[src/rtl/tlb_maint_ctrl_pkg.sv]
// Shared definitions for the TLB maintenance controller: op codes, INVTLB opcodes,
// packed-entry field offsets and FSM states.
package tlb_maint_ctrl_pkg;

  typedef enum logic [1:0] {
    OpTlbwr   = 2'd0,
    OpTlbfill = 2'd1,
    OpInvtlb  = 2'd2,
    OpRsvd    = 2'd3
  } tlb_op_e;

  localparam logic [4:0] InvAll0      = 5'd0;
  localparam logic [4:0] InvAll1      = 5'd1;
  localparam logic [4:0] InvG         = 5'd2;
  localparam logic [4:0] InvNg        = 5'd3;
  localparam logic [4:0] InvNgAsid    = 5'd4;
  localparam logic [4:0] InvNgAsidVa  = 5'd5;
  localparam logic [4:0] InvGOrAsidVa = 5'd6;

  // Packed entry {e,vppn,ps,asid,g,ppn0,plv0,mat0,d0,v0,ppn1,plv1,mat1,d1,v1}, LSB offsets.
  localparam int unsigned TlbeW    = 89;
  localparam int unsigned OffV1    = 0;
  localparam int unsigned OffD1    = 1;
  localparam int unsigned OffMat1  = 2;
  localparam int unsigned OffPlv1  = 4;
  localparam int unsigned OffPpn1  = 6;
  localparam int unsigned OffV0    = 26;
  localparam int unsigned OffD0    = 27;
  localparam int unsigned OffMat0  = 28;
  localparam int unsigned OffPlv0  = 30;
  localparam int unsigned OffPpn0  = 32;
  localparam int unsigned OffG     = 52;
  localparam int unsigned OffAsid  = 53;
  localparam int unsigned OffPs    = 63;
  localparam int unsigned OffVppn  = 69;
  localparam int unsigned OffE     = 88;

  // Page size that compares only the upper vppn bits.
  localparam logic [5:0] HugePs = 6'd21;

  typedef enum logic [1:0] {
    StIdle  = 2'd0,
    StWrite = 2'd1,
    StScan  = 2'd2
  } state_e;

  function automatic logic inv_op_legal(input logic [4:0] inv_op);
    return inv_op <= InvGOrAsidVa;
  endfunction

endpackage

[src/rtl/tlb_maint_ctrl_if.sv]
// Request, scan-read and write-port bundle between writeback, controller and TLB array.
// master: writeback + TLB array side; slave: the maintenance controller.
interface tlb_maint_ctrl_if #(
  parameter int unsigned TLBNUM = 16,
  parameter int unsigned ASID_W = 10,
  parameter int unsigned VPPN_W = 19,
  parameter int unsigned TLBE_W = 89
);
  localparam int unsigned IDX_W = $clog2(TLBNUM);

  logic              req_valid;
  logic              req_ready;
  logic [1:0]        req_op;
  logic [IDX_W-1:0]  req_index;
  logic [TLBE_W-1:0] req_entry;
  logic [4:0]        req_inv_op;
  logic [ASID_W-1:0] req_asid;
  logic [VPPN_W-1:0] req_vppn;

  logic [IDX_W-1:0]  rd_index;
  logic              rd_e;
  logic              rd_g;
  logic [5:0]        rd_ps;
  logic [ASID_W-1:0] rd_asid;
  logic [VPPN_W-1:0] rd_vppn;

  logic              we;
  logic [IDX_W-1:0]  w_index;
  logic [TLBE_W-1:0] w_entry;
  logic              busy;
  logic              done;
  logic              inv_err;

  modport master (
    output req_valid, req_op, req_index, req_entry, req_inv_op, req_asid, req_vppn,
    output rd_e, rd_g, rd_ps, rd_asid, rd_vppn,
    input  req_ready, rd_index, we, w_index, w_entry, busy, done, inv_err
  );

  modport slave (
    input  req_valid, req_op, req_index, req_entry, req_inv_op, req_asid, req_vppn,
    input  rd_e, rd_g, rd_ps, rd_asid, rd_vppn,
    output req_ready, rd_index, we, w_index, w_entry, busy, done, inv_err
  );

endinterface

[src/rtl/tlb_fill_idx_gen.sv]
// TLBFILL victim index source: round-robin counter by default, or an 8-bit LFSR
// free-running every cycle when TLBFILL_RANDOM_EN is defined.
module tlb_fill_idx_gen #(
  parameter int unsigned IDX_W = 4
) (
  input  logic             clk,
  input  logic             rstn,
  input  logic             fill_acc,
  output logic [IDX_W-1:0] fill_idx
);

`ifdef TLBFILL_RANDOM_EN
  logic [7:0] lfsr_q, lfsr_d;
  logic       unused_fill_acc;

  assign unused_fill_acc = fill_acc;
  // Fibonacci x^8+x^6+x^5+x^4+1.
  assign lfsr_d = {lfsr_q[6:0], lfsr_q[7] ^ lfsr_q[5] ^ lfsr_q[4] ^ lfsr_q[3]};

  always_ff @(posedge clk) begin
    if (!rstn) lfsr_q <= 8'hA5;
    else       lfsr_q <= lfsr_d;
  end

  assign fill_idx = lfsr_q[IDX_W-1:0];
`else
  logic [IDX_W-1:0] rr_q, rr_d;

  assign rr_d = fill_acc ? rr_q + 1'b1 : rr_q;

  always_ff @(posedge clk) begin
    if (!rstn) rr_q <= '0;
    else       rr_q <= rr_d;
  end

  assign fill_idx = rr_q;
`endif

endmodule

[src/rtl/tlb_maint_ctrl.sv]
// TLB maintenance sequencer: TLBWR/TLBFILL as single writes, INVTLB as a full-table scan
// with one conditional clear per cycle. Fill policy selected by TLBFILL_RANDOM_EN.
module tlb_maint_ctrl
  import tlb_maint_ctrl_pkg::*;
#(
  parameter int unsigned TLBNUM = 16,
  parameter int unsigned ASID_W = 10,
  parameter int unsigned VPPN_W = 19,
  parameter int unsigned TLBE_W = 89
) (
  input logic            clk,
  input logic            rstn,
  tlb_maint_ctrl_if.slave bus
);

  localparam int unsigned IDX_W = $clog2(TLBNUM);
  localparam logic [IDX_W-1:0] CntLast = IDX_W'(TLBNUM - 1);

  state_e            state_q, state_d;
  logic [IDX_W-1:0]  cnt_q, cnt_d;
  logic [IDX_W-1:0]  idx_q, idx_d;
  logic [TLBE_W-1:0] entry_q, entry_d;
  logic [4:0]        inv_op_q, inv_op_d;
  logic [ASID_W-1:0] asid_q, asid_d;
  logic [VPPN_W-1:0] vppn_q, vppn_d;
  logic              inv_err_q, inv_err_d;
  logic              rsv_done_q, rsv_done_d;

  tlb_op_e           op;
  logic              fill_acc;
  logic [IDX_W-1:0]  fill_idx;
  logic              va_match, asid_eq, op_match, scan_match;

  assign op       = tlb_op_e'(bus.req_op);
  assign fill_acc = bus.req_valid && (state_q == StIdle) && (op == OpTlbfill);

  tlb_fill_idx_gen #(
    .IDX_W (IDX_W)
  ) u_fill_idx_gen (
    .clk      (clk),
    .rstn     (rstn),
    .fill_acc (fill_acc),
    .fill_idx (fill_idx)
  );

  // Huge pages ignore the low 9 vppn bits.
  assign va_match = (bus.rd_ps == HugePs) ? (bus.rd_vppn[VPPN_W-1:9] == vppn_q[VPPN_W-1:9])
                                          : (bus.rd_vppn == vppn_q);
  assign asid_eq  = (bus.rd_asid == asid_q);

  always_comb begin
    op_match = 1'b0;
    case (inv_op_q)
      InvAll0, InvAll1: op_match = 1'b1;
      InvG:             op_match = bus.rd_g;
      InvNg:            op_match = !bus.rd_g;
      InvNgAsid:        op_match = !bus.rd_g && asid_eq;
      InvNgAsidVa:      op_match = !bus.rd_g && asid_eq && va_match;
      InvGOrAsidVa:     op_match = (bus.rd_g || asid_eq) && va_match;
      default:          op_match = 1'b0;
    endcase
  end

  assign scan_match = bus.rd_e && op_match;

  always_comb begin
    state_d     = state_q;
    cnt_d       = cnt_q;
    idx_d       = idx_q;
    entry_d     = entry_q;
    inv_op_d    = inv_op_q;
    asid_d      = asid_q;
    vppn_d      = vppn_q;
    inv_err_d   = 1'b0;
    rsv_done_d  = 1'b0;

    bus.req_ready = 1'b0;
    bus.we        = 1'b0;
    bus.w_index   = '0;
    bus.w_entry   = '0;
    bus.busy      = 1'b0;
    bus.done      = rsv_done_q;
    bus.inv_err   = inv_err_q;
    bus.rd_index  = cnt_q;

    unique case (state_q)
      StIdle: begin
        bus.req_ready = 1'b1;
        if (bus.req_valid) begin
          unique case (op)
            OpTlbwr, OpTlbfill: begin
              entry_d = bus.req_entry;
              idx_d   = (op == OpTlbfill) ? fill_idx : bus.req_index;
              state_d = StWrite;
            end
            OpInvtlb: begin
              if (inv_op_legal(bus.req_inv_op)) begin
                inv_op_d = bus.req_inv_op;
                asid_d   = bus.req_asid;
                vppn_d   = bus.req_vppn;
                cnt_d    = '0;
                state_d  = StScan;
              end else begin
                inv_err_d = 1'b1;
              end
            end
            OpRsvd: rsv_done_d = 1'b1;
          endcase
        end
      end
      StWrite: begin
        bus.busy    = 1'b1;
        bus.we      = 1'b1;
        bus.w_index = idx_q;
        bus.w_entry = entry_q;
        bus.done    = 1'b1;
        state_d     = StIdle;
      end
      StScan: begin
        bus.busy    = 1'b1;
        bus.we      = scan_match;
        bus.w_index = cnt_q;
        cnt_d       = cnt_q + 1'b1;
        if (cnt_q == CntLast) begin
          bus.done = 1'b1;
          cnt_d    = '0;
          state_d  = StIdle;
        end
      end
      default: state_d = StIdle;
    endcase
  end

  always_ff @(posedge clk) begin
    if (!rstn) begin
      state_q    <= StIdle;
      cnt_q      <= '0;
      idx_q      <= '0;
      entry_q    <= '0;
      inv_op_q   <= '0;
      asid_q     <= '0;
      vppn_q     <= '0;
      inv_err_q  <= 1'b0;
      rsv_done_q <= 1'b0;
    end else begin
      state_q    <= state_d;
      cnt_q      <= cnt_d;
      idx_q      <= idx_d;
      entry_q    <= entry_d;
      inv_op_q   <= inv_op_d;
      asid_q     <= asid_d;
      vppn_q     <= vppn_d;
      inv_err_q  <= inv_err_d;
      rsv_done_q <= rsv_done_d;
    end
  end

endmodule
[src/flat_wrapper.sv]
// flat-port wrapper written by rule: the top's interface ports become plain ports
module tlb_maint_ctrl_flat import tlb_maint_ctrl_pkg::*;
#(
  parameter int unsigned TLBNUM = 16,
  parameter int unsigned ASID_W = 10,
  parameter int unsigned VPPN_W = 19,
  parameter int unsigned TLBE_W = 89
)
  (clk, rstn, bus_req_valid, bus_req_op, bus_req_index, bus_req_entry, bus_req_inv_op, bus_req_asid, bus_req_vppn, bus_rd_e, bus_rd_g, bus_rd_ps, bus_rd_asid, bus_rd_vppn, bus_req_ready, bus_rd_index, bus_we, bus_w_index, bus_w_entry, bus_busy, bus_done, bus_inv_err);
  tlb_maint_ctrl_if #(.TLBNUM(TLBNUM), .ASID_W(ASID_W), .VPPN_W(VPPN_W), .TLBE_W(TLBE_W)) bus_i ();
  input logic clk;
  input logic rstn;
  input wire logic [$bits(bus_i.req_valid)-1:0] bus_req_valid;
  input wire logic [$bits(bus_i.req_op)-1:0] bus_req_op;
  input wire logic [$bits(bus_i.req_index)-1:0] bus_req_index;
  input wire logic [$bits(bus_i.req_entry)-1:0] bus_req_entry;
  input wire logic [$bits(bus_i.req_inv_op)-1:0] bus_req_inv_op;
  input wire logic [$bits(bus_i.req_asid)-1:0] bus_req_asid;
  input wire logic [$bits(bus_i.req_vppn)-1:0] bus_req_vppn;
  input wire logic [$bits(bus_i.rd_e)-1:0] bus_rd_e;
  input wire logic [$bits(bus_i.rd_g)-1:0] bus_rd_g;
  input wire logic [$bits(bus_i.rd_ps)-1:0] bus_rd_ps;
  input wire logic [$bits(bus_i.rd_asid)-1:0] bus_rd_asid;
  input wire logic [$bits(bus_i.rd_vppn)-1:0] bus_rd_vppn;
  output wire logic [$bits(bus_i.req_ready)-1:0] bus_req_ready;
  output wire logic [$bits(bus_i.rd_index)-1:0] bus_rd_index;
  output wire logic [$bits(bus_i.we)-1:0] bus_we;
  output wire logic [$bits(bus_i.w_index)-1:0] bus_w_index;
  output wire logic [$bits(bus_i.w_entry)-1:0] bus_w_entry;
  output wire logic [$bits(bus_i.busy)-1:0] bus_busy;
  output wire logic [$bits(bus_i.done)-1:0] bus_done;
  output wire logic [$bits(bus_i.inv_err)-1:0] bus_inv_err;
  assign bus_i.req_valid = bus_req_valid;
  assign bus_i.req_op = bus_req_op;
  assign bus_i.req_index = bus_req_index;
  assign bus_i.req_entry = bus_req_entry;
  assign bus_i.req_inv_op = bus_req_inv_op;
  assign bus_i.req_asid = bus_req_asid;
  assign bus_i.req_vppn = bus_req_vppn;
  assign bus_i.rd_e = bus_rd_e;
  assign bus_i.rd_g = bus_rd_g;
  assign bus_i.rd_ps = bus_rd_ps;
  assign bus_i.rd_asid = bus_rd_asid;
  assign bus_i.rd_vppn = bus_rd_vppn;
  assign bus_req_ready = bus_i.req_ready;
  assign bus_rd_index = bus_i.rd_index;
  assign bus_we = bus_i.we;
  assign bus_w_index = bus_i.w_index;
  assign bus_w_entry = bus_i.w_entry;
  assign bus_busy = bus_i.busy;
  assign bus_done = bus_i.done;
  assign bus_inv_err = bus_i.inv_err;
  tlb_maint_ctrl #(.TLBNUM(TLBNUM), .ASID_W(ASID_W), .VPPN_W(VPPN_W), .TLBE_W(TLBE_W)) u_core (.clk(clk), .rstn(rstn), .bus(bus_i));
endmodule
[config.mk]
export PLATFORM = sky130hd
export DESIGN_NAME = tlb_maint_ctrl_flat
export DESIGN_NICKNAME = d
export VERILOG_FILES = /design/src/rtl/tlb_maint_ctrl_pkg.sv /design/src/rtl/tlb_maint_ctrl_if.sv /design/src/rtl/tlb_fill_idx_gen.sv /design/src/rtl/tlb_maint_ctrl.sv /design/src/flat_wrapper.sv
export SDC_FILE = /design/constraint.sdc
export NUM_CORES = 1
export LEC_CHECK = 0
export CAP_MARGIN = 20
export CORE_MARGIN = 2
export CORE_UTILIZATION = 30
export CTS_BUF_LIST = sky130_fd_sc_hd__clkbuf_4
export DETAILED_ROUTE_END_ITERATION = 12
export DONT_BUFFER_PORTS = 1
export PLACE_DENSITY = 0.5
export RECOVER_POWER = 25
export SETUP_SLACK_MARGIN = 0.3
export SLEW_MARGIN = 30
export SYNTH_ARGS = -nofsm -noshare
export SYNTH_HDL_FRONTEND = slang
export SYNTH_SLANG_ARGS = --single-unit
[constraint.sdc]
create_clock -name clk -period 2.03 [get_ports clk]
set_input_delay 0.406 -clock clk [delete_from_list [all_inputs] [get_ports clk]]
set_output_delay 0.406 -clock clk [all_outputs]
set_load 0.005 [all_outputs]
After elaboration in Yosys (flattened, before gate mapping)
Cells that the tools add are included.
{ "word_totals": {"register_bits": 139, "in_bits": 169, "output_inout_bits": 102, "word_cells": 78} }
{ "classes": {"add_sub_neg": 2, "magnitude_cmp": 1, "n_eq_ne": 22, "n_mux": 22, "n_reduce_logical": 21} }
{ "op_table": {"columns": ["cell", "count"], "rows": [
  ["$mux 89", 1],
  ["$eq 10x10->1", 2],
  ["$mux 4", 5],
  ["$eq 19x19->1", 1],
  ["$pmux 4 s2", 2],
  ["$reduce_and 4->1", 4],
  ["$eq 5x3->1 const B", 3],
  ["$eq 5x2->1 const B", 2],
  ["$add 4x1->4 const B", 2],
  ["$pmux 2 s2", 2],
  ["$eq 2x2->1 const B", 3],
  ["$eq 6x5->1 const B", 1],
  ["$logic_and 1x1->1", 6],
  ["$mux 1", 6],
  ["$mux 2", 3],
  ["$ne 2x2->1 const B", 3],
  ["$ne 3x3->1 const B", 2],
  ["$pmux 1 s6", 1],
  ["$reduce_and 3->1", 2],
  ["$reduce_or 2->1", 3],
  ["$eq 5x1->1 const B", 1],
  ["$le 5x3->1 const B", 1],
  ["$logic_not 5->1", 1],
  ["$eq 2x1->1 const B", 2],
  ["7 further kinds", 9]
]} }

Longest topological paths before layout
Gate-level depths: netlist (run 1).
{ "logic_depth": {"word_depth": 6, "mapped_depth": 8, "ltp_nobuf": 7} }

Modules after synthesis
A second synthesis (run 1) with hierarchy kept.
{ "hier_totals": {"cells_unflattened": 793, "area_unflattened_um2": 6439.9} }
{ "modules_own_cells": {"columns": ["mod", "instances", "cells_each", "area_per_inst_um2", "seq_area_each_um2"], "rows": [
  ["tlb_maint_ctrl", 1, 777, 6263.5, 2702.6],
  ["tlb_fill_idx_gen", 1, 16, 176.4, 80.1]
]} }

Worst setup path after synthesis (run 1)
Ideal clock, no wire load.
{ "synth_timing": {"kind": "register to register", "from": "register u_core.state_q[0]", "to": "register u_core.entry_q[0]", "setup_time_ns": 0.076, "t_arrival_ns": 1.674, "path_slack_ns": 0.280, "stages_incl_launch_ff": 9, "path_buffers": 2, "synth_period_minus_slack_ns": 1.750, "cell_sequence": "dfxtp_1 -> inv_1 -> ha_1 -> nand2_1 -> or2_1 -> clkbuf_1 -> clkbuf_1 -> nand2_1 -> a21boi_0"} }
{ "synth_via": {"elab_chain_len": 2} }
{ "synth_rtl": {"columns": ["element", "line_no", "text"], "rows": [
  ["from (decl)", "tlb_maint_ctrl.sv:19", "state_e state_q, state_d;"],
  ["from (signal assigned)", "tlb_maint_ctrl.sv:136", "state_q <= StIdle;"],
  ["from (signal assigned)", "tlb_maint_ctrl.sv:146", "state_q <= state_d;"],
  ["$logic_not 2->1", "tlb_maint_ctrl.sv:86", "unique case (state_q)"],
  ["$reduce_and 3->1 (no source line)", null, null],
  ["to (signal assigned)", "tlb_maint_ctrl.sv:149", "entry_q <= entry_d;"],
  ["to (decl)", "tlb_maint_ctrl.sv:22", "logic [TLBE_W-1:0] entry_q, entry_d;"]
]} }
Every way passes these cells.
A chain may end at the register's enable or synchronous reset.

Worst setup path after layout (run 1)
{ "layout_timing": {"from": "register u_core.asid_q[7]", "to": "output port bus_we"} }
{ "layout_via": {"elab_chain_len": 6} }
{ "layout_rtl": {"columns": ["element", "line_no", "text"], "rows": [
  ["from (decl)", "tlb_maint_ctrl.sv:24", "logic [ASID_W-1:0] asid_q, asid_d;"],
  ["from (signal assigned)", "tlb_maint_ctrl.sv:151", "asid_q <= asid_d;"],
  ["$eq 10x10->1 *", "tlb_maint_ctrl.sv:49", "assign asid_eq = (bus.rd_asid == asid_q);"],
  ["$logic_or 1x1->1 or $logic_and 1x1->1 (tied branches)", "tlb_maint_ctrl.sv:59, tlb_maint_ctrl.sv:57, tlb_maint_ctrl.sv:58", null],
  ["$logic_and 1x1->1, on equally long branches", "tlb_maint_ctrl.sv:59, tlb_maint_ctrl.sv:58", null],
  ["$pmux 1 s6 *", "tlb_maint_ctrl.sv:53", "case (inv_op_q)"],
  ["$logic_and 1x1->1 *", "tlb_maint_ctrl.sv:64", "assign scan_match = bus.rd_e && op_match;"],
  ["$pmux 1 s2 *", "tlb_maint_ctrl.sv:86", null],
  ["to (decl)", "flat_wrapper.sv:27", "output wire logic [$bits(bus_i.we)-1:0] bus_we;"]
]} }
Mark *: on every way between the ends. The rest lies on a longest branch, timed or not.

==> results_dict.tcl, run 1 <==
set metrics [dict create \
    insertion_delay_ns 0.55 \
    finalWirelength_um 19900 \
    rsz0062_at_grt "true" \
    track_usage_pct 16.1 \
    drc_errors 0 \
    num_vias 5671 \
    wl_per_cell_um 16.4 \
    min_delay_path_depth 1 \
    cts_num_sinks 139 \
    rr_worst_depth 7 \
    yosys_warnings 0 \
    internal-power_w 0.00422 \
    fp-row-count 53 \
    hold_viol_final 7 \
    hold_slack_ns -0.0261 \
    top_level_ports 271 \
    ys_top_cells_by_area "dfxtp_1 44%, nand2_1 15%, a21boi_0 15%" \
    die_w_um 150 \
    r2r-start "u_core.state_q[0]" \
    globalRouteOverflowTotal 0 \
    viasPerCell 4.66 \
    final_core_util_pct 43.8 \
    rrSetupSlack_ns -0.18 \
    fin_ws_ns -0.370 \
    powerDensity_nw_per_um2 624 \
    p_clk_share_pct 34.7 \
    synthToLayoutAreaGrowth_pct 43.9 \
    antenna_found_initial 1 \
    maxCapViolCount 0 \
    place_hpwl_um 11400 \
    ys_seq_area_share_pct 43.6 \
    coreArea_um2 21000 \
    clock_skew_ns 0.0232 \
    peakVddDrop_mv 0.382 \
    syn_inst 791 \
    worst_pin_slew_ns 0.697 \
    die_h_um 150 \
    ant_nets 0 \
    gp_congestion 0.732 \
    ys_types 43 \
    instances_no_fill 1216 \
    cts.htree.levels 4 \
    initial_utilization_pct 30.4 \
    required_ns 1.62 \
    drv_slew 0 \
    period_needed_ns 2.40 \
    fin_setup_tns_ns -26.71 \
    clockBufferDepth 2 \
    drive_gt1_share_pct 21.7 \
    multi_input_area_um2 3730 \
    final_common_cell "nand2_1" \
    switching_share_pct 26.4 \
    crit_fanout 2 \
    arrival_ns 1.99 \
    fmax_ghz 0.417 \
    num-fill-cells 2092 \
    stdcell_area_um2 9180 \
    period_share_pct 118 \
    clk_pin_slew_ns 0.15 \
    power_frac_seq_pct 50.4 \
    dp_cells 1029 \
    dpl_cell_area_um2 6730 \
    end_kind "output port" \
    finalSetupViolCount 114 \
    grt_max_degree 139 \
    dieArea_um2 22400 \
    cts_tree "built" \
    synth_area_per_cell_um2 8.06 \
    portBuffers 0 \
    synth_top_area_share_pct 43.6 \
    final_cell_mix "255 x nand2_1, 133 x dfxtp_1, 126 x a21boi_0" \
    outcome "finished with violations" \
    root_buffer "clkbuf_4" \
    nNetsFinal 1101 \
    slew_headroom_pct 53.6 \
    crit_path_start_kind "flip-flop" \
    syn_area_um2 6380 \
    crit_type "reg -> out" \
    p_leak_nw 3.36 \
    synth-seq-cells 139 \
    switchingPower_w 0.00151 \
    p_comb_share_pct 14.9 \
    dr.pass1.iters 4 \
    grt_pass1_vias 5468 \
    hold_path_end "u_core.bus.rd_index[0]" \
    numCtsBuffers 17 \
    cp-startpoint "u_core.asid_q[7]" \
    grt_pass1_wl_um 28500 \
    synth_fp_nets 965 \
    synth_area_leader_cell "dfxtp_1" \
    violations "hold timing, setup timing" \
    drtIter0Drc 195 \
    regArea_um2 2790 \
    worstHoldStart "rstn" \
    min_path_type "in -> reg" \
    reg2reg_to "u_core.idx_q[2]" \
]
==> metal layers <==
layer  part of all wire [%]  track usage [%]  vias up
met5                      0                0        -
met4                   0.74             4.34        0
met3                    6.6             5.43        9
met2                     49             27.5      175
met1                     44             19.4     2642
li1                       -                -     2845
==> layout make-up <==
class	instances	area share (%)
clock buffers	19	1.55
multi-input cells	594	40.6
repair buffers	170	21.6
well taps	275	3.75
flip-flops and latches	139	30.4
diodes	1	0.0273
clock inverters	13	1.83
inverters	5	0.232
==> flip-flops by register name, summed over array words and instances (netlist names) <==
| register | cells |
|---|---|
| u_core.entry_q | 89 |
| u_core.vppn_q | 19 |
| u_core.asid_q | 10 |
| u_core.inv_op_q | 5 |
| u_core.bus.rd_index | 4 |
| u_core.idx_q | 4 |
| u_core.u_fill_idx_gen.fill_idx | 4 |
| u_core.state_q | 2 |
| u_core.bus.inv_err | 1 |
| u_core.rsv_done_q | 1 |
==> stage by stage <==
stage                     total power (W)  setup WS (ns)
after floorplan                   0.00327          0.313
after global placement            0.00337         0.0344
after detailed placement          0.00338         0.0728
after CTS                         0.00572         -0.493
after global routing              0.00603         -0.530
final                             0.00573         -0.370
==> critical path: stages (launching register included) <==
cell and delay [ns]:
dfxtp_2 0.35, xor2_1 0.14, nor4_1 0.30, buf_4 0.17
nand3_2 0.08, a22oi_2 0.20, a221o_1 0.22
==> synth_stat cells (all sizes together) <==
master    n
or4       1
a21boi  130
xor2     19
nor4      4
o21ai     8
a31oi     1
ha        5
a22oi     5
nor2      9
nand4     7
a32oi     1
nor2b     7
nand3b    1
or3       2
nor4bb    1
nor3      3
inv       5
a22o      1
o21bai    1
nand2   256
nand2b    3
xnor2    12
clkbuf   36
a21oi     6
a311o     1
and3      3
a221o     1
nand3     6
o221ai    4
and2     93
nor3b     1
dfxtp   139
buf      17
or2       2
==> power by group through the flow <==
stage | Clock, W | Combinational [W] | Sequential [W]
3_3_place_gp | 0 | 0.000431 | 0.00294
3_5_place_dp | 0 | 0.000436 | 0.00294
5_1_grt | 0.00220 | 0.000924 | 0.00290
6_report | 0.00199 | 0.000852 | 0.00289
2_1_floorplan | 0 | 0.000343 | 0.00293
4_1_cts | 0.00210 | 0.000740 | 0.00288
==> how the worst max path moves through the flow <==
stage	to	slack [ns]	cells after the start
after global placement	bus_we	0.03	6
after detailed placement	bus_we	0.07	6
final	bus_we	-0.37	6
after global routing	bus_we	-0.53	6
after CTS	bus_we	-0.49	6
after floorplan	bus_we	0.31	6
==> kinds of logic after synthesis <==
logic type                 share of synthesized area (%)
AOI/OAI and AO/OA                                   18.5
xor gates and xnor gates                            4.26
adders and majority gates                          0.981
buffers and inverters                               3.84
DFF                                                 43.6
and+or+nand+nor                                     28.8
==> what timing repair did <==
item | 4_1_cts | 5_1_grt
pin swaps | 10 | 11
setup endpoints to repair | 157 | 117
gates cloned | 3 | 11
resized for setup | 104 | 56
hold endpoints to repair | 139 | 129
setup buffers | 12 | 6
hold buffers | 119 | 3
(Power assumes the default switching activity.)
==> run 2: changes to the inputs <==
--- a/config.mk
+++ b/config.mk
@@ -14,6 +14,7 @@
 export PLACE_DENSITY = 0.5
 export RECOVER_POWER = 25
 export SETUP_SLACK_MARGIN = 0.3
+export SKIP_LAST_GASP = 1
 export SLEW_MARGIN = 30
 export SYNTH_ARGS = -nofsm -noshare
 export SYNTH_HDL_FRONTEND = slang
==> run 2 against run 1 <==
The flow still finishes with violations (hold timing, setup timing). Sequential cell count unchanged. Clock power about the same. Total power down 0.44%. Combinational power down 3.1%. Via count down 0.37%. Maximum frequency down 0.34%. Sequential power about the same. Sequential share of layout area up 0.34 points. Global-route usage down 0.084 points. Critical endpoint unchanged. Largest power group unchanged.
==> results_dict.tcl, run 2 (same netlist as run 1, synthesis figures left out) <==
set metrics [dict create \
    pre_cts_slack_ns 0.0728 \
    wl_per_cell_um 16.4 \
    grt_pass1_vias 5423 \
    final_cell_mix "255 x nand2_1, 134 x dfxtp_1, 126 x a21boi_0" \
    critPathTopFamily "compound AO/OA/AOI/OAI gates" \
    rsz0062_at_grt "true" \
    peakVddDrop_mv 0.384 \
    numCtsBuffers 17 \
    clk_pin_slew_ns 0.14 \
    path_cells "xor2_1, nor4_1, buf_4, nand3_2, a22oi_2, a221o_1" \
    die_w_um 150 \
    min_path_type "in -> reg" \
    insertion_delay_ns 0.55 \
    period_share_pct 119 \
    grt_pass1_wl_um 28300 \
    fmax_ghz 0.415 \
    end_kind "output port" \
    portBuffers 0 \
    grt_max_degree 139 \
    track_usage_pct 16.1 \
    dr.pass1.iters 4 \
    drtIter0Drc 207 \
    finalSetupViolCount 97 \
    required_ns 1.62 \
    root_buffer "clkbuf_4" \
    finalWirelength_um 19900 \
    final_common_cell "nand2_1" \
    fp-row-count 53 \
    coreArea_um2 21000 \
    fin_ws_ns -0.379 \
    powerDensity_nw_per_um2 629 \
    regMostFlops "u_core.entry_q" \
    gp_congestion 0.732 \
    outcome "finished with violations" \
    cts_tree "built" \
    largest_reg_flops 89 \
    cp_slowest_stage_delay_ns 0.35 \
    dieArea_um2 22400 \
    period_needed_ns 2.41 \
    top_regs "u_core.entry_q x89, u_core.vppn_q x19, u_core.asid_q x10" \
    crit_path_start_kind "flip-flop" \
    nNetsFinal 1101 \
    clockBufferDepth 2 \
    p_leak_nw 3.33 \
    crit_path_top_delay_cell "dfxtp_2" \
    ant_nets 0 \
    violations "hold timing, setup timing" \
    crit_type "reg -> out" \
    globalRouteOverflowTotal 0 \
    arrival_ns 2.00 \
    drv_slew 0 \
    place_hpwl_um 11400 \
    slew_headroom_pct 70.0 \
    maxCapViolCount 0 \
    hold_viol_final 5 \
    crit_buf_inv 1 \
    clock_skew_ns 0.0224 \
    worstHoldStart "rstn" \
    cts.htree.levels 4 \
    drc_errors 0 \
    initial_utilization_pct 30.4 \
    synthToLayoutAreaGrowth_pct 42.2 \
    top_level_ports 271 \
    antenna_found_initial 1 \
    fin_setup_tns_ns -23.06 \
    final_core_util_pct 43.3 \
    cp-startpoint "u_core.asid_q[7]" \
    crit_fanout 2 \
    die_h_um 150 \
    viasPerCell 4.65 \
    hold_slack_ns -0.0214 \
    cts_num_sinks 139 \
    num_vias 5650 \
    drive_gt1_share_pct 20.6 \
    worst_pin_slew_ns 0.450 \
    r2r-start "u_core.state_q[1]" \
]
-- run 2: cell types whose count changed in the layout (fill, tap and decap cells not counted), moves of 2 or more --
| cell | previous run | this run |
|---|---|---|
| buf_4 | 7 | 13 |
| buf_6 | 13 | 8 |
| and2_1 | 4 | 8 |
| and2_4 | 89 | 85 |
| buf_12 | 10 | 8 |
| clkbuf_1 | 1 | 3 |
| clkbuf_16 | 8 | 6 |
-- run 2: worst reg2reg max path: cells and delay by family (launching register included) --
| family | cells | cell delay [ns] |
|---|---|---|
| buffers and inverters | 2 | 0.57 |
| flip-flops | 1 | 0.35 |
| AO/OA/AOI/OAI | 2 | 0.43 |
| adder cells (fa/ha/maj) | 1 | 0.20 |
| AND/OR/NAND/NOR | 2 | 0.44 |
-- run 2: worst paths after layout --
check / to / slack (ns) / cells past startpoint
min reg2reg: u_core.entry_q[66] / 0.47 / 2
max: bus_we / -0.38 / 6
min: u_core.bus.rd_index[0] / -0.02 / 1
max reg2reg: u_core.idx_q[2] / -0.04 / 7
-- run 2: layout make-up --
cell class	count	area, um^2
diodes	1	2.50
clock buffers	19	143
clock inverters	13	168
fillers	2096	11900
inverters	5	21.3
multi-input cells	594	3700
flip-flops and latches	139	2790
well taps	275	344
repair buffers	170	1900
-- run 2: power by group --
group	switching, W	internal, W
logic	0.000352	0.000474
registers	0.0000577	0.00283
clock network	0.00110	0.000891
total	0.00151	0.00420
-- run 2: metrics by stage --
| stage | power (W) | instances | area (um^2) | hold slack [ns] |
|---|---|---|---|---|
| floorplan | 0.00327 | 791 | 6390 | 0.439 |
| global placement | 0.00337 | 1029 | 6730 | 0.445 |
| detailed placement | 0.00338 | 1029 | 6730 | 0.451 |
| CTS | 0.00570 | 1195 | 8600 | -0.110 |
| global route | 0.00601 | 1216 | 9070 | -0.0900 |
| finish | 0.00570 | 1216 | 9070 | -0.0214 |
-- run 2: per-layer routing --
metal / share of wire (%) / global-route usage [%]
met1: 44 / 19.5
met2: 49 / 27.3
met3: 6.4 / 5.24
met4: 0.89 / 4.29
met5: 0 / 0
-- run 2: repair_timing --
action | CTS | global route
endpoints found under the hold margin | 139 | 129
pin swaps | 10 | 15
cloned | 3 | 9
setup endpoints to repair | 157 | 118
hold buffers | 119 | 3
buffers inserted | 12 | 8
resized for setup | 49 | 100
==> run 3: changes to the inputs <==
--- a/config.mk
+++ b/config.mk
@@ -12,7 +12,7 @@
 export DETAILED_ROUTE_END_ITERATION = 12
 export DONT_BUFFER_PORTS = 1
 export PLACE_DENSITY = 0.5
-export RECOVER_POWER = 25
+export RECOVER_POWER = 100
 export SETUP_SLACK_MARGIN = 0.3
 export SKIP_LAST_GASP = 1
 export SLEW_MARGIN = 30
==> constraint.sdc (replaced) <==
create_clock -name clk -period 3 [get_ports clk]
set_input_delay 0.6 -clock clk [delete_from_list [all_inputs] [get_ports clk]]
set_output_delay 0.6 -clock clk [all_outputs]
set_load 0.005 [all_outputs]
==> run 3 against run 2 <==
The run now ends clean. Register-to-register slack gained 0.51 ns. Critical endpoint is now bus_w_entry[57]. First-iteration DRC count grew 12%. Clock-buffer cell count rose by 1. Global-route usage decreased by 1.7 points. Highest routed layer unchanged. Hold slack gained 0.19 ns. Largest cell class unchanged. Worst setup slack better by 0.65 ns. Die area unchanged. Sequential cell count stayed put.
==> results_dict.tcl, run 3 (same netlist as run 1, synthesis figures left out) <==
set metrics [dict create \
    outcome "completed" \
    grt_pass1_wl_um 25300 \
    fmax_ghz 0.366 \
    final_common_cell "nand2_1" \
    synthToLayoutAreaGrowth_pct 8.28 \
    finalSetupViolCount 0 \
    num-fill-cells 2294 \
    cts_tree "built" \
    required_ns 2.40 \
    fp-row-count 53 \
    final_cell_mix "256 x nand2_1, 139 x dfxtp_1, 128 x a21boi_0" \
    crit_fanout 70 \
    worstHoldStart "bus_req_op[0]" \
    hold_viol_final 0 \
    coreArea_um2 21000 \
    cts_num_sinks 139 \
    min_path_type "in -> reg" \
    antenna_found_initial 1 \
    pre_cts_slack_ns 0.695 \
    clock_skew_ns 0.0121 \
    drc_errors 0 \
    die_h_um 150 \
    grt_pass1_vias 4596 \
    crit_type "reg -> out" \
    fin_ws_ns 0.267 \
    track_usage_pct 14.4 \
    insertion_delay_ns 0.54 \
    globalRouteOverflowTotal 0 \
    period_share_pct 91.1 \
    fin_setup_tns_ns 0 \
    cts.htree.levels 4 \
    dieArea_um2 22400 \
    powerDensity_nw_per_um2 523 \
    top_regs "u_core.entry_q x89, u_core.vppn_q x19, u_core.asid_q x10" \
    postCtsSetupRepairBufs 0 \
    finalWirelength_um 16800 \
    period_needed_ns 2.73 \
    postCtsHoldBufs 0 \
    regMostFlops "u_core.entry_q" \
    cp-startpoint "u_core.state_q[1]" \
    nNetsFinal 939 \
    clockBufferDepth 2 \
    place_hpwl_um 11500 \
    slew_headroom_pct 19.7 \
    drive_gt1_share_pct 5.27 \
    top_level_ports 271 \
    wl_per_cell_um 15.9 \
    num_vias 5022 \
    crit_path_start_kind "flip-flop" \
    peakVddDrop_mv 0.159 \
    initial_utilization_pct 30.4 \
    die_w_um 150 \
    rsz0062_at_grt "true" \
    r2r-start "u_core.state_q[1]" \
    portBuffers 0 \
    worst_pin_slew_ns 1.20 \
    drv_slew 0 \
    ant_nets 0 \
    p_leak_nw 2.33 \
    numCtsBuffers 17 \
    maxCapViolCount 0 \
    arrival_ns 2.13 \
    largest_reg_flops 89 \
    gp_congestion 0.730 \
    cts_resized 1 \
    drtIter0Drc 232 \
    end_kind "output port" \
    root_buffer "clkbuf_4" \
    grt_max_degree 139 \
    viasPerCell 4.76 \
    clk_pin_slew_ns 0.12 \
    dr.pass1.iters 4 \
]
run 3: worst max-delay path, cell delays in order, from the launching register on:
cell and delay (ns):
dfxtp_1 0.35, inv_1 0.12, ha_2 0.55, buf_12 0.31, and2_0 0.23
run 3: worst paths after layout:
path                            slack (ns)                           endpoint  cells after the start
worst max-delay path                  0.27                    bus_w_entry[57]                      4
worst min-delay path                  0.17                  u_core.rsv_done_q                      2
worst max register to register        0.47  u_core.u_fill_idx_gen.fill_idx[2]                      8
worst min register to register        0.46                 u_core.entry_q[88]                      2
run 3: final cells by class:
class,instances,area (um^2),share of cell area [%]
clock inverter,12,170,2.46
antenna,1,2.50,0.0362
multi-input combinational,594,3370,48.7
sequential,139,2780,40.3
clock buffer,20,150,2.17
inverter,5,18.8,0.272
timing repair buffer,8,72.6,1.05
tap,275,344,4.98
run 3: metrics by stage:
step	std cells	util [%]	area, um^2	power (W)	hold WS [ns]
6_report	1054	33.0	6910	0.00361	0.168
2_1_floorplan	791	-	6380	0.00221	0.439
4_1_cts	1053	33.1	6930	0.00370	0.0927
3_3_place_gp	1021	31.5	6610	0.00226	0.446
3_5_place_dp	1021	31.5	6610	0.00227	0.451
5_1_grt	1054	33.0	6910	0.00381	0.107
run 3: power by group:
part | switching, W | internal [W]
clock network | 0.000710 | 0.000687
registers | 0.0000324 | 0.00191
logic | 0.000159 | 0.000108
run 3: metal layers:
layer	track usage, %	share of wire, %	vias to the layer above
met4	4.43	1.2	0
li1	-	-	2519
met2	23.0	47	171
met1	17.9	44	2317
met5	0	0	-
met3	5.61	8.7	15
